[src/rtl/q2_counter.sv]
// q2_counter: N-bit free-running sequence generator (binary, Gray, Johnson, one-hot ring, LFSR).
// Define Q2_COUNTER_LFSR_EN to build MODE 4 as an LFSR; without it MODE 4 counts in binary.
`timescale 1ns/1ps
module q2_counter #(
  parameter int N    = 8,
  parameter int MODE = 0
) (
  input  logic         clk,
  input  logic         rst,
  output logic [N-1:0] q
);

`ifdef Q2_COUNTER_LFSR_EN
  localparam int EFF_MODE = (MODE >= 0 && MODE <= 4) ? MODE : 0;

  // Maximal-length Fibonacci taps as a bit mask over q (bit n of the table -> q[n-1]).
  function automatic logic [15:0] lfsrTaps(input int width);
    case (width)
      2:       lfsrTaps = 16'h0003;
      3:       lfsrTaps = 16'h0006;
      4:       lfsrTaps = 16'h000C;
      5:       lfsrTaps = 16'h0014;
      6:       lfsrTaps = 16'h0030;
      7:       lfsrTaps = 16'h0060;
      8:       lfsrTaps = 16'h00B8;
      9:       lfsrTaps = 16'h0110;
      10:      lfsrTaps = 16'h0240;
      11:      lfsrTaps = 16'h0500;
      12:      lfsrTaps = 16'h0829;
      13:      lfsrTaps = 16'h100D;
      14:      lfsrTaps = 16'h2015;
      15:      lfsrTaps = 16'h6000;
      default: lfsrTaps = 16'hD008;
    endcase
  endfunction

  localparam logic [15:0] TAPS_ALL = lfsrTaps(N);
`else
  localparam int EFF_MODE = (MODE >= 0 && MODE <= 3) ? MODE : 0;
`endif

  localparam logic [N-1:0] RESET_Q = (EFF_MODE == 3 || EFF_MODE == 4) ? N'(1) : N'(0);

  logic [N-1:0] r_q;
  logic [N-1:0] r_bin;
  logic [N-1:0] w_binNext;
  logic [N-1:0] w_qNext;
  logic [N-1:0] w_qPlus;
  logic [N-1:0] w_qInvPlus;
  logic [N-1:0] w_qMinus;

  // Illegal Johnson / ring / LFSR states fall back to a known state on the next edge.
  always_comb begin
    w_binNext  = r_bin + 1'b1;
    w_qPlus    = r_q + 1'b1;
    w_qInvPlus = ~r_q + 1'b1;
    w_qMinus   = r_q - 1'b1;
    w_qNext    = w_qPlus;
    case (EFF_MODE)
      1: w_qNext = w_binNext ^ (w_binNext >> 1);
      2: begin
        if (((r_q & w_qPlus) == '0) || ((~r_q & w_qInvPlus) == '0))
          w_qNext = {r_q[N-2:0], ~r_q[N-1]};
        else
          w_qNext = '0;
      end
      3: begin
        if ((r_q != '0) && ((r_q & w_qMinus) == '0))
          w_qNext = {r_q[N-2:0], r_q[N-1]};
        else
          w_qNext = N'(1);
      end
`ifdef Q2_COUNTER_LFSR_EN
      4: begin
        if (r_q == '0)
          w_qNext = N'(1);
        else
          w_qNext = {r_q[N-2:0], ^(r_q & TAPS_ALL[N-1:0])};
      end
`endif
      default: w_qNext = w_qPlus;
    endcase
  end

  // The Gray binary count and q share one edge so q always encodes the current count.
  always_ff @(posedge clk or posedge rst) begin
    if (rst) begin
      r_q   <= RESET_Q;
      r_bin <= '0;
    end else begin
      r_q   <= w_qNext;
      r_bin <= w_binNext;
    end
  end

  assign q = r_q;

endmodule

[config.mk]
export PLATFORM = sky130hd
export DESIGN_NAME = q2_counter
export DESIGN_NICKNAME = d
export VERILOG_FILES = /design/src/rtl/q2_counter.sv
export SDC_FILE = /design/constraint.sdc
export NUM_CORES = 1
export LEC_CHECK = 0
export ABC_AREA = 0
export CORE_AREA = 2 2 39 41
export DETAILED_ROUTE_END_ITERATION = 16
export DIE_AREA = 0 0 41 43
export GPL_TIMING_DRIVEN = 1
export PLACE_DENSITY = 0.56
export REMOVE_ABC_BUFFERS = 1
export SLEW_MARGIN = 20
export SYNTH_ARGS = -nofsm -noshare
export SYNTH_HDL_FRONTEND = slang
export SYNTH_SLANG_ARGS = --single-unit
[constraint.sdc]
create_clock -name clk -period 1 [get_ports clk]
set_input_delay 0.2 -clock clk [delete_from_list [all_inputs] [get_ports clk]]
set_output_delay 0.2 -clock clk [all_outputs]
set_load 0.02 [all_outputs]
* Word level (Yosys, flattened, before mapping) *
Index checks and enable logic that the tools add are counted.

word-level totals
  flip-flop bits (word level) = 8
  bits of input ports = 2
  output and inout port bits = 8
  word-level logic and storage cells = 2

operators by class
  add/sub/neg operators = 1

operators by type and width
  operator               count
  $add A8 B1 Y8 const B  1

* Longest topological paths before layout *
  word-level depth = 1
  depth in mapped cells = 3

* Least setup slack after synthesis *
OpenSTA, ideal clock, no wires.

  path type = register to register
  start = reg r_q[0] (netlist: q[0])
  end = reg r_q[4] (netlist: q[4])
  arrival = 0.948 ns
  setup slack = -0.079 ns
  stages on the path, launching flop included = 4
  clock period less this slack = 1.079 ns
  path through = dfrtp_1 -> ha_1 -> nand3_1 -> xnor2_1

on the way
  longest elaborated chain between the ends = 1

RTL lines
  what                    line  text
  start, declared         44    logic [N-1:0] r_q;
  start signal, assigned  91    r_q <= w_qNext;
  $add A8 B1 Y8           55    w_qPlus = r_q + 1'b1;
  net w_qNext[4]          47    logic [N-1:0] w_qNext;

The timed path passes the listed nets, and every way through them passes these cells.

* Worst setup path after layout *
  start = reg r_q[0] (netlist: q[0])
  end = out q[0]

RTL lines
  what           line  text
  end, declared  10    output logic [N-1:0] q

No word-level cell between the ends.

==> results.cfg <==
[place]
gp_congestion = 0.707
place_hpwl_um = 525
io_buffer_count = 9
place_ws_ns = -0.138
post_dp_cell_area_um2 = 498

[clock_tree]
clkLatencyLatePin_ns = 0.25
clock_sinks = 8
cts_tree = yes
ctsLongestPathBuffers = 2
cts_buffers = 3
clkTransAtPathRegs_ns = 0.05
htree_levels = 1
cts_root_buffer = clkbuf_4

[setup_path]
critPathSlowestCell = dfrtp_1
cp.buffers_inverters = 1
critPathMaxFanout = 2
arrival_ns = 0.80
end_kind = output pin
r2r_start = q[4]$_DFF_PP0_
startpoint = q[0]$_DFF_PP0_
critPathMaxStageDelay_ns = 0.39
cp-start-kind = flop
path_depth = 1
rr_worst_depth = 4
required_ns = 0.80
path_cells = buf_2
worstSetupPathType = flop to output pin
cp_top_family = flip-flops

[timing]
tightest_slew_ns = 0.315
rsz0062_at_grt = yes
whs_ns = 0.217
finClkSkew_ns = 0.00166
slew_headroom_pct = 79.0
finalSetupTns_ns = 0
slew_viol_final = 0
finalSetupViolations = 0
hold_viol_final = 0
setup_slack_ns = 0.00304
layout_min_cycle_time_ns = 0.997
max_freq_ghz = 1.00
finalCritPeriodShare_pct = 99.7

[drt]
drt_wl_total_um = 715
drcViolationCount = 0
route.detailed.wl_per_inst_um = 11.5
vias = 255
dr.first_iter.drc_count = 0
firstDrtPassIters = 1
ant_nets = 0
via_per_inst = 4.11

[die]
start_util_pct = 23.1
io_pins = 10
die_w_um = 41
die_h_um = 43
num_rows = 14
dieArea_um2 = 1760
coreArea_um2 = 1380

[synth]
synth_area_leaders = dfrtp_1, xnor2_1, xor2_1
seq_area_frac_synth_pct = 62.5
syn_inst = 25
ys_seq_elements = 8
syn_area_per_cell_um2 = 12.8
yosysWarnings = 0
ys_types = 11
synth_top_area_cell = dfrtp_1
yosysTopAreaCellShare_pct = 62.5
netlist_area_um2 = 320

[global_route]
grt.overflow.total = 0
antenna_found_initial = 0
grt_max_degree = 9
grt_usage_pct = 10.4
grt_pass1_wl_mm = 1.18
grt_pass1_vias = 288

[pwr]
powerDensity_nw_per_um2 = 1040
power_leakage_uw = 0.000282
peakVddDrop_uv = 579

[cells_and_area]
finalInstanceArea_um2 = 553
area_growth_pct = 72.7
regArea_um2 = 200
largest_reg_flops = 8
num_antenna_cells = 0
final_cell_mix = dfrtp_1, buf_6, buf_2
fillers = 145
multi_input_area_um2 = 154
drive_above_1_share_pct = 58.7
num-nets-final = 51
final_common_cell = dfrtp_1

[run]
cap_violations = 0

[hold_path]
hold_path_class = primary input to asynchronous set/reset pin

[outcome]
status = complete, no violations
-- cell type report --
class                   count  area share, %
inverters                   2           1.36
multi-input cells          15           27.8
clock buffers               3           4.07
repair buffers             18           26.9
flip-flops and latches      8           36.2
well taps                  16           3.62
-- synthesized netlist by cell type (all sizes together) --
| cell type | count |
|---|---|
| dfrtp | 8 |
| nand3 | 3 |
| xnor2 | 3 |
| xor2 | 3 |
| inv | 2 |
| nand2 | 2 |
| and3 | 1 |
| ha | 1 |
| nor2 | 1 |
| nor3 | 1 |
-- layer usage --
layer  track usage (%)  up-vias  part of all wire (%)
met3              3.66        2                   6.6
met2              17.2       10                    56
li1                  -      125                     -
met5                 0        -                     0
met4              6.00        0                  0.98
met1              10.4      118                    37
-- report_power, final --
part | switching (µW) | leakage (µW) | internal (µW)
combinational | 6.85 | 0.000171 | 3.68
sequential | 0 | 0.0000973 | 324
clock | 104 | 0.0000138 | 137
total | 111 | 0.000282 | 465
-- through the flow --
step | total power, µW | std cells | utilization (%)
2_1_floorplan | 335 | 25 | -
3_3_place_gp | 340 | 59 | 36.0
3_5_place_dp | 341 | 59 | 36.0
4_1_cts | 582 | 62 | 36.0
5_1_grt | 603 | 62 | 40.0
6_report | 576 | 62 | 40.0
-- kinds of logic (layout without fill, tap and decap cells) --
logic type | Yosys count | in the layout | share of synthesized area [%]
DFF | 8 | 8 | 62.5
xor gates and xnor gates | 6 | 6 | 16.4
and+or+nand+nor | 8 | 8 | 14.8
buffers and inverters | 2 | 23 | 2.34
adders and majority gates | 1 | 1 | 3.91
-- timing repair --
| item | CTS | global route |
|---|---|---|
| endpoints found under the setup margin | 12 | 13 |
| gates resized for setup | 35 | 14 |
| hold buffers | 0 | 0 |
| pin swaps | 1 | 4 |
| cloned | 0 | 0 |
| buffers inserted | 0 | 0 |
-- worst paths after layout --
check | slack [ns] | end
max | 0.003 | q[0]
min | 0.22 | q[0]$_DFF_PP0_
max reg2reg | 0.03 | q[6]$_DFF_PP0_
min reg2reg | 0.56 | q[0]$_DFF_PP0_
max in group asynchronous | 0.55 | q[4]$_DFF_PP0_
min in group clk | 0.56 | q[0]$_DFF_PP0_
Power figures use the tool's default switching activity.
